--- src/rtl/exu_mul_sched_pkg.sv ---
// exu_mul_sched_pkg
//   Shared defaults for the EXU multiply issue scheduler, plus a helper that
//   sizes port-index fields.
//   Ports: none (package).
package exu_mul_sched_pkg;

   localparam int unsigned EXU_N_REQ   = 2;
   localparam int unsigned EXU_MUL_LAT = 3;
   localparam int unsigned EXU_XLEN    = 32;
   localparam int unsigned EXU_TAG_W   = 6;

   // Width of an encoded index into n requesters; never narrower than 1 bit.
   function automatic int unsigned idx_w(input int unsigned n);
      return (n > 1) ? $clog2(n) : 1;
   endfunction

endpackage

--- src/rtl/exu_mul_sched_if.sv ---
// exu_mul_sched_if
//   Bundles the issue-side request ports, multiplier drive/return signals,
//   writeback handshake, flush and busy of the multiply scheduler.
//   Modports:
//     slave  - the scheduler: takes req_*, flush, mul_result, wb_ready;
//              drives req_ready, mul_*, wb_valid/data/tag/port, busy.
//     master - the surrounding EXU: the reverse directions.
interface exu_mul_sched_if
   import exu_mul_sched_pkg::*;
#(
   parameter int unsigned N_REQ = EXU_N_REQ,
   parameter int unsigned XLEN  = EXU_XLEN,
   parameter int unsigned TAG_W = EXU_TAG_W
);
   localparam int unsigned IDX_W = idx_w(N_REQ);

   logic [N_REQ-1:0]       req_valid;
   logic [N_REQ-1:0]       req_ready;
   logic [N_REQ-1:0]       req_signed;
   logic [N_REQ-1:0]       req_low;
   logic [N_REQ*XLEN-1:0]  req_src1;
   logic [N_REQ*XLEN-1:0]  req_src2;
   logic [N_REQ*TAG_W-1:0] req_tag;
   logic                   flush;
   logic                   mul_en;
   logic                   mul_signed;
   logic                   mul_low;
   logic [XLEN-1:0]        mul_src1;
   logic [XLEN-1:0]        mul_src2;
   logic [XLEN-1:0]        mul_result;
   logic                   wb_valid;
   logic                   wb_ready;
   logic [XLEN-1:0]        wb_data;
   logic [TAG_W-1:0]       wb_tag;
   logic [IDX_W-1:0]       wb_port;
   logic                   busy;

   modport slave (
      input  req_valid, req_signed, req_low, req_src1, req_src2, req_tag,
      input  flush, mul_result, wb_ready,
      output req_ready, mul_en, mul_signed, mul_low, mul_src1, mul_src2,
      output wb_valid, wb_data, wb_tag, wb_port, busy
   );

   modport master (
      output req_valid, req_signed, req_low, req_src1, req_src2, req_tag,
      output flush, mul_result, wb_ready,
      input  req_ready, mul_en, mul_signed, mul_low, mul_src1, mul_src2,
      input  wb_valid, wb_data, wb_tag, wb_port, busy
   );

endinterface

--- src/rtl/exu_mul_sched_arb.sv ---
// exu_mul_rr_arb
//   Round-robin pick among N_REQ requesters, searching from ptr upward with
//   wrap. Purely combinational.
//   Ports:
//     req     in  N_REQ  request vector
//     ptr     in  IDX_W  highest-priority index this cycle
//     en      in  1      allow a grant
//     gnt     out N_REQ  one-hot grant (zero when none)
//     gnt_idx out IDX_W  encoded grant index (= ptr when none)
//     gnt_any out 1      a grant was issued
module exu_mul_rr_arb #(
   parameter int unsigned N_REQ = 2,
   parameter int unsigned IDX_W = 1
) (
   input  logic [N_REQ-1:0] req,
   input  logic [IDX_W-1:0] ptr,
   input  logic             en,
   output logic [N_REQ-1:0] gnt,
   output logic [IDX_W-1:0] gnt_idx,
   output logic             gnt_any
);

   always_comb begin
      int unsigned p;
      logic [IDX_W-1:0] pi;
      gnt     = '0;
      gnt_idx = ptr;
      gnt_any = 1'b0;
      p       = 0;
      pi      = '0;
      if (en) begin
         for (int unsigned i = 0; i < N_REQ; i++) begin
            p = 32'(ptr) + i;
            if (p >= N_REQ) p = p - N_REQ;
            pi = IDX_W'(p);
            if (!gnt_any && req[pi]) begin
               gnt[pi] = 1'b1;
               gnt_idx = pi;
               gnt_any = 1'b1;
            end
         end
      end
   end

endmodule

--- src/rtl/exu_mul_sched.sv ---
// exu_mul_sched
//   Issue scheduler for the shared EXU multiplier. Grants one of N_REQ issue
//   ports round-robin, steers its operands onto mul_*, tracks tag/port of each
//   in-flight op through MUL_LAT stages and presents the result on a
//   valid/ready writeback port. A stalled writeback freezes the whole pipe.
//   Ports:
//     clk  in  clock
//     rst  in  synchronous active-high reset (drops in-flight ops)
//     bus  slave modport of exu_mul_sched_if (requests, multiplier, writeback,
//          flush, busy)
module exu_mul_sched
   import exu_mul_sched_pkg::*;
#(
   parameter int unsigned N_REQ   = EXU_N_REQ,
   parameter int unsigned MUL_LAT = EXU_MUL_LAT,
   parameter int unsigned XLEN    = EXU_XLEN,
   parameter int unsigned TAG_W   = EXU_TAG_W
) (
   input logic            clk,
   input logic            rst,
   exu_mul_sched_if.slave bus
);

   localparam int unsigned IDX_W = idx_w(N_REQ);

   typedef struct packed {
      logic             sgn;
      logic             low;
      logic [XLEN-1:0]  src1;
      logic [XLEN-1:0]  src2;
      logic [TAG_W-1:0] tag;
   } mul_req_t;

   typedef struct packed {
      logic             valid;
      logic [TAG_W-1:0] tag;
      logic [IDX_W-1:0] port;
   } mul_trk_t;

   mul_req_t         req_a [N_REQ];
   mul_trk_t         trk   [1:MUL_LAT];
   logic [N_REQ-1:0] gnt;
   logic [IDX_W-1:0] gnt_idx;
   logic [IDX_W-1:0] rr_ptr;
   logic [IDX_W-1:0] rr_next;
   logic [IDX_W-1:0] sel;
   logic             gnt_any;
   logic             advance;
   logic             grant_en;
   logic             busy_w;

   always_comb begin
      for (int unsigned i = 0; i < N_REQ; i++) begin
         req_a[i].sgn  = bus.req_signed[i];
         req_a[i].low  = bus.req_low[i];
         req_a[i].src1 = bus.req_src1[i*XLEN +: XLEN];
         req_a[i].src2 = bus.req_src2[i*XLEN +: XLEN];
         req_a[i].tag  = bus.req_tag[i*TAG_W +: TAG_W];
      end
   end

   assign advance  = ~trk[MUL_LAT].valid | bus.wb_ready;
   // Grant is also held off during reset so req_ready reads 0 there.
   assign grant_en = advance & ~bus.flush & ~rst;

   exu_mul_rr_arb #(
      .N_REQ (N_REQ),
      .IDX_W (IDX_W)
   ) u_arb (
      .req     (bus.req_valid),
      .ptr     (rr_ptr),
      .en      (grant_en),
      .gnt     (gnt),
      .gnt_idx (gnt_idx),
      .gnt_any (gnt_any)
   );

   // Without a grant the mux parks on rr_ptr; stage 1 is written invalid then.
   assign sel     = gnt_any ? gnt_idx : rr_ptr;
   assign rr_next = (gnt_idx == IDX_W'(N_REQ - 1)) ? '0 : gnt_idx + 1'b1;

   assign bus.req_ready  = gnt;
   assign bus.mul_en     = advance;
   assign bus.mul_signed = req_a[sel].sgn;
   assign bus.mul_low    = req_a[sel].low;
   assign bus.mul_src1   = req_a[sel].src1;
   assign bus.mul_src2   = req_a[sel].src2;

   assign bus.wb_valid = trk[MUL_LAT].valid & ~bus.flush;
   assign bus.wb_data  = bus.mul_result;
   assign bus.wb_tag   = trk[MUL_LAT].tag;
   assign bus.wb_port  = trk[MUL_LAT].port;

   always_comb begin
      busy_w = 1'b0;
      for (int unsigned k = 1; k <= MUL_LAT; k++) busy_w = busy_w | trk[k].valid;
   end
   assign bus.busy = busy_w;

   always_ff @(posedge clk) begin
      if (rst) begin
         rr_ptr <= '0;
         for (int unsigned k = 1; k <= MUL_LAT; k++) trk[k] <= '0;
      end else if (bus.flush) begin
         for (int unsigned k = 1; k <= MUL_LAT; k++) trk[k].valid <= 1'b0;
      end else if (advance) begin
         trk[1].valid <= gnt_any;
         trk[1].tag   <= req_a[sel].tag;
         trk[1].port  <= sel;
         for (int unsigned k = 2; k <= MUL_LAT; k++) trk[k] <= trk[k-1];
         if (gnt_any) rr_ptr <= rr_next;
      end
   end

endmodule

--- src/flat_wrapper.sv ---
// flat-port wrapper written by rule: the top's interface ports become plain ports
module exu_mul_sched_flat import exu_mul_sched_pkg::*;
#(
   parameter int unsigned N_REQ   = EXU_N_REQ,
   parameter int unsigned MUL_LAT = EXU_MUL_LAT,
   parameter int unsigned XLEN    = EXU_XLEN,
   parameter int unsigned TAG_W   = EXU_TAG_W
)
  (clk, rst, bus_req_valid, bus_req_signed, bus_req_low, bus_req_src1, bus_req_src2, bus_req_tag, bus_flush, bus_mul_result, bus_wb_ready, bus_req_ready, bus_mul_en, bus_mul_signed, bus_mul_low, bus_mul_src1, bus_mul_src2, bus_wb_valid, bus_wb_data, bus_wb_tag, bus_wb_port, bus_busy);
  exu_mul_sched_if #(.N_REQ(N_REQ), .XLEN(XLEN), .TAG_W(TAG_W)) bus_i ();
  input logic clk;
  input logic rst;
  input wire logic [$bits(bus_i.req_valid)-1:0] bus_req_valid;
  input wire logic [$bits(bus_i.req_signed)-1:0] bus_req_signed;
  input wire logic [$bits(bus_i.req_low)-1:0] bus_req_low;
  input wire logic [$bits(bus_i.req_src1)-1:0] bus_req_src1;
  input wire logic [$bits(bus_i.req_src2)-1:0] bus_req_src2;
  input wire logic [$bits(bus_i.req_tag)-1:0] bus_req_tag;
  input wire logic [$bits(bus_i.flush)-1:0] bus_flush;
  input wire logic [$bits(bus_i.mul_result)-1:0] bus_mul_result;
  input wire logic [$bits(bus_i.wb_ready)-1:0] bus_wb_ready;
  output wire logic [$bits(bus_i.req_ready)-1:0] bus_req_ready;
  output wire logic [$bits(bus_i.mul_en)-1:0] bus_mul_en;
  output wire logic [$bits(bus_i.mul_signed)-1:0] bus_mul_signed;
  output wire logic [$bits(bus_i.mul_low)-1:0] bus_mul_low;
  output wire logic [$bits(bus_i.mul_src1)-1:0] bus_mul_src1;
  output wire logic [$bits(bus_i.mul_src2)-1:0] bus_mul_src2;
  output wire logic [$bits(bus_i.wb_valid)-1:0] bus_wb_valid;
  output wire logic [$bits(bus_i.wb_data)-1:0] bus_wb_data;
  output wire logic [$bits(bus_i.wb_tag)-1:0] bus_wb_tag;
  output wire logic [$bits(bus_i.wb_port)-1:0] bus_wb_port;
  output wire logic [$bits(bus_i.busy)-1:0] bus_busy;
  assign bus_i.req_valid = bus_req_valid;
  assign bus_i.req_signed = bus_req_signed;
  assign bus_i.req_low = bus_req_low;
  assign bus_i.req_src1 = bus_req_src1;
  assign bus_i.req_src2 = bus_req_src2;
  assign bus_i.req_tag = bus_req_tag;
  assign bus_i.flush = bus_flush;
  assign bus_i.mul_result = bus_mul_result;
  assign bus_i.wb_ready = bus_wb_ready;
  assign bus_req_ready = bus_i.req_ready;
  assign bus_mul_en = bus_i.mul_en;
  assign bus_mul_signed = bus_i.mul_signed;
  assign bus_mul_low = bus_i.mul_low;
  assign bus_mul_src1 = bus_i.mul_src1;
  assign bus_mul_src2 = bus_i.mul_src2;
  assign bus_wb_valid = bus_i.wb_valid;
  assign bus_wb_data = bus_i.wb_data;
  assign bus_wb_tag = bus_i.wb_tag;
  assign bus_wb_port = bus_i.wb_port;
  assign bus_busy = bus_i.busy;
  exu_mul_sched #(.N_REQ(N_REQ), .MUL_LAT(MUL_LAT), .XLEN(XLEN), .TAG_W(TAG_W)) u_core (.clk(clk), .rst(rst), .bus(bus_i));
endmodule
--- config.mk ---
export PLATFORM = sky130hd
export DESIGN_NAME = exu_mul_sched_flat
export DESIGN_NICKNAME = d
export VERILOG_FILES = /design/src/rtl/exu_mul_sched_pkg.sv /design/src/rtl/exu_mul_sched_if.sv /design/src/rtl/exu_mul_sched_arb.sv /design/src/rtl/exu_mul_sched.sv /design/src/flat_wrapper.sv
export SDC_FILE = /design/constraint.sdc
export NUM_CORES = 1
export LEC_CHECK = 0
export ABC_AREA = 1
export BUFFER_PORTS_ARGS = -buffer_cell sky130_fd_sc_hd__buf_2
export CORE_AREA = 10 10 105 107
export CTS_CLUSTER_DIAMETER = 120
export DETAILED_ROUTE_END_ITERATION = 10
export DIE_AREA = 0 0 115 117
export GPL_TIMING_DRIVEN = 0
export HOLD_SLACK_MARGIN = 0.15
export MAX_ROUTING_LAYER = met4
export PLACE_DENSITY = 0.67
export SYNTH_ARGS = -nofsm -noshare
export SYNTH_HDL_FRONTEND = slang
export SYNTH_SLANG_ARGS = --single-unit
--- constraint.sdc ---
create_clock -name clk -period 4.4 [get_ports clk]
set_input_delay 0.22 -clock clk [delete_from_list [all_inputs] [get_ports clk]]
set_output_delay 0.22 -clock clk [all_outputs]
set_load 0.02 [all_outputs]
* Word level (Yosys, flattened, before mapping)
Memories as Yosys holds them, arrays and structs flattened.
Cells that the tools add are included.
** Word-level totals
- Memories :: 1
- Register bits :: 1
- Bits in writable memories :: 24
- Word-level logic and storage cells :: 86
- Bits of input ports :: 182
- Output and inout port bits :: 110
** Memory list
- u_core.trk :: depth 3, bits a word 8, rd ports 3, clocked after Yosys merged registers in 0, write ports 3, line exu_mul_sched.sv:41 : mul_trk_t trk [1:MUL_LAT];
** Cells by class
- Add/sub/neg operators :: 4
- Bitwise operators :: 21
- Magnitude comparators :: 7
- Muxes and demuxes :: 47
- Reductions and logical operators :: 5
** Operator list (number)
- $mux 72 :: 3
- $mux 1 :: 35
- $mux 7 :: 2
- $or 1x1->1 :: 13
- $mux 2 :: 4
- $mux 6 :: 1
- $ge 2x2->1 const B :: 2
- $lt 1x2->1 const B :: 2
- $and 1x1->1 :: 3
- $logic_and 1x1->1 :: 3
- $not 1->1 :: 3
- $reduce_and 3->1 :: 1
- $add 1x1->2 const B :: 1
- $demux 1 s1 :: 2
- $ge 1x1->1 const B :: 2
- $ge 1x2->1 const B :: 1
- $not 1->2 :: 1
- $or 2x2->2 :: 1
- $sub 1x1->1 const B :: 2
- $add 1x1->1 const B :: 1
- $logic_not 1->1 :: 1

* Logic depth before layout (Yosys ltp)
An unclocked memory read counts as a cell.
- Depth in word-level cells :: 20
- Mapped depth :: 11
- Depth with buffers taken out :: 9

* Hierarchy
From an unflattened synthesis, not the netlist that was laid out.
** Unflattened totals
- Cells, all modules :: 365
- Area total of the unflattened synthesis :: 2220.9 um^2
** By module, submodules not included
- exu_mul_sched :: cells an instance 355, sequential area each 740.7 um^2, area each 2178.3 um^2, instances 1
- exu_mul_rr_arb :: cells an instance 10, sequential area each 0.0 um^2, area each 42.5 um^2, instances 1

* Worst setup path after synthesis
OpenSTA, ideal clock, no wires.
- Path kind :: flip-flop to output port
- Start point :: register u_core.trk[0][31] (netlist name)
- End point :: output bus_mul_src1[0]
- Path buffers :: 2
- Stages on the path, launching flop included :: 11
- Slack :: 2.694 ns
- Data arrival time :: 1.486 ns
- Cells stage by stage :: edfxtp_1 -> nand2_2 -> nand2_2 -> nor2_4 -> nand2_2 -> nand2_2 -> inv_2 -> buf_6 -> buf_6 -> nand2_1 -> nand2_1
** RTL lines
- end, declared :: line flat_wrapper.sv:26 : output wire logic [$bits(bus_i.mul_src1)-1:0] bus_mul_src1;

==> results.json <==
{
  "cts_buffer_depth": 2,
  "grt_start_max_net_pins": 22,
  "nets": 818,
  "vias": 3107,
  "fin_total_pwr_uw": 880,
  "ir_worst_vdd_mv": 0.0978,
  "syn-cell-area_um2": 2300,
  "clk_latency_ps": 260,
  "syn_inst": 372,
  "setup_viol": 0,
  "synth_fp_nets": 554,
  "yosys_warnings": 0,
  "area_growth_pct": 64.5,
  "cts_made_buffers": 3,
  "p_sw_share_pct": 40.3,
  "cp_max_fo": 10,
  "final_cell_mix": "buf_2, nand2_1, buf_4",
  "leakagePower_nw": 2.40,
  "cts.sinks": 25,
  "cap_violations": 0,
  "finClkSkew_ps": 2.03,
  "cp_slowest_cell": "edfxtp_1",
  "max_stage_delay_ps": 410,
  "initial_core_util_pct": 25.5,
  "fp.dieH_um": 117,
  "antenna_left": 0,
  "tns_ps": 0,
  "grt_pass1_vias": 3173,
  "drive_gt1_share_pct": 51.0,
  "track_usage_pct": 15.1,
  "p_per_area_nw_per_um2": 233,
  "grt_pass1_wl_um": 16000,
  "cts_hold_buf": 0,
  "rows": 35,
  "n_fill_cell": 968,
  "gp_congestion": 1.00,
  "ctsResizeCount": 0,
  "status": "finished clean",
  "hold_path_class": "input pin to flip-flop",
  "pre_cts_slack_ps": 2370,
  "tightest_slew_ps": 871,
  "fin_ws_ps": 2100,
  "drcViolationCount": 0,
  "fp.coreArea_um2": 9020,
  "drv_slew": 0,
  "gr-total-overflow": 0,
  "cp-end-kind": "primary output",
  "dr.pass1.iters": 4,
  "clockRootBuffer": "clkbuf_8",
  "path_class": "flip-flop to primary output",
  "post_cts_buffers": 0,
  "grt_setup_unrepaired": "no",
  "drt_wl_total_um": 11500,
  "crit_chain": "nand2_2, nand3_2, nand2_2, nand2_2, inv_2, clkbuf_1, nand2_1, nand2_1, buf_2",
  "syn_avg_cell_area_um2": 6.17,
  "hpwl_um": 10300,
  "h-tree-depth": 1,
  "ys_seq_elements": 25,
  "startpoint_type": "flip-flop",
  "boundaryPins": 292,
  "path_clk_slew_ps": 80,
  "hold_viol_final": 0,
  "max_slew_margin_pct": 41.8,
  "antenna_cells": 0,
  "fmax_ghz": 0.435,
  "cts_tree": "yes",
  "die_x_um": 115,
  "internal-power_uw": 525,
  "via_per_inst": 4.16,
  "fin_crit_ps": 2300,
  "die_area_um2": 13500,
  "arrival_ps": 2080,
  "switchingPower_uw": 354,
  "pwr-share-clk_pct": 15.3,
  "layout_commonest_cell": "buf_2",
  "ys_seq_area_share_pct": 32.3,
  "crit_top_cell": "nand2_2",
  "grt_antenna_before_repair": 0,
  "place.port_buffers": 259,
  "pwr-share-comb_pct": 52.5,
  "finalCritPeriodShare_pct": 52.2,
  "drtIter0Drc": 127,
  "p_seq_share_pct": 32.3,
  "critPathRequiredTime_ps": 4180,
  "ys_types": 17,
  "wl_per_cell_um": 15.4
}
[state kept, by name, summed over array words and instances, names as in the netlist]
register / cells
u_core.rr_ptr: 1
u_core.trk: 24
[per-layer routing]
metal	GRT usage (%)	part of all wire (%)	vias up
li1	-	-	1601
met1	15.9	35	1349
met2	27.6	55	141
met3	3.98	7.6	16
met4	3.63	1.9	0
met5	-	0	-
[synth_stat cells]
master	n	area, um^2
nand2_1	210	788
nor2_1	24	90.1
o21ai_0	1	5.00
o21bai_1	1	7.51
clkbuf_1	4	15.0
nand3_1	10	50.1
inv_1	28	105
buf_2	4	20.0
inv_2	4	15.0
nand2_2	5	31.3
a21oi_1	7	35.0
buf_4	42	315
edfxtp_1	24	721
nor2_4	1	11.3
buf_6	5	56.3
dfxtp_1	1	20.0
nand3_2	1	10.0
[logic make-up after synthesis]
family                 synth area share [%]
and+or+nand+nor                        42.7
AOI/OAI and AO/OA                      2.07
DFF                                    32.3
buffers and inverters                  22.9
[stage by stage]
step | hold WS (ps) | instances | cell area [um^2] | util (%)
after global placement | 457 | 742 | 3730 | 41.4
after global routing | 183 | 746 | 3780 | 41.9
final | 187 | 746 | 3780 | 41.9
after detailed placement | 465 | 742 | 3730 | 41.4
after floorplan | 289 | 372 | 2300 | -
after CTS | 179 | 746 | 3780 | 41.9
[final cells by class]
class                   instances  area [um^2]  area share (%)
repair buffers                259         1300            34.3
multi-input cells             260         1030            27.2
flip-flops and latches         25          741            19.6
plain buffers                  55          407            10.8
well taps                     111          139            3.68
inverters                      32          120            3.18
clock buffers                   4         45.0            1.19
[worst paths after layout]
check / to / slack, ps / from / cells after the start
max: bus_mul_src2[2] / 2100 / u_core.trk[0][31] / 9
max reg2reg: u_core.trk[0][8] / 2640 / u_core.trk[0][31] / 10
min reg2reg: u_core.rr_ptr / 510 / u_core.rr_ptr / 2
min: u_core.rr_ptr / 190 / rst / 2
[power by group through the flow]
stage          Sequential, mW  Clock [mW]  Combinational, mW
5_1_grt                 0.286       0.146              0.504
6_report                0.284       0.134              0.462
4_1_cts                 0.284       0.136              0.467
2_1_floorplan           0.289           0              0.273
3_3_place_gp            0.289           0              0.461
3_5_place_dp            0.290           0              0.465
[worst max-delay path: cells and delay by family, from the launching register on]
kind | cells | cell delay (ps)
buffers and inverters | 3 | 640
DFF | 1 | 410
and+or+nand+nor | 6 | 750
Power figures use the tool's default switching activity.
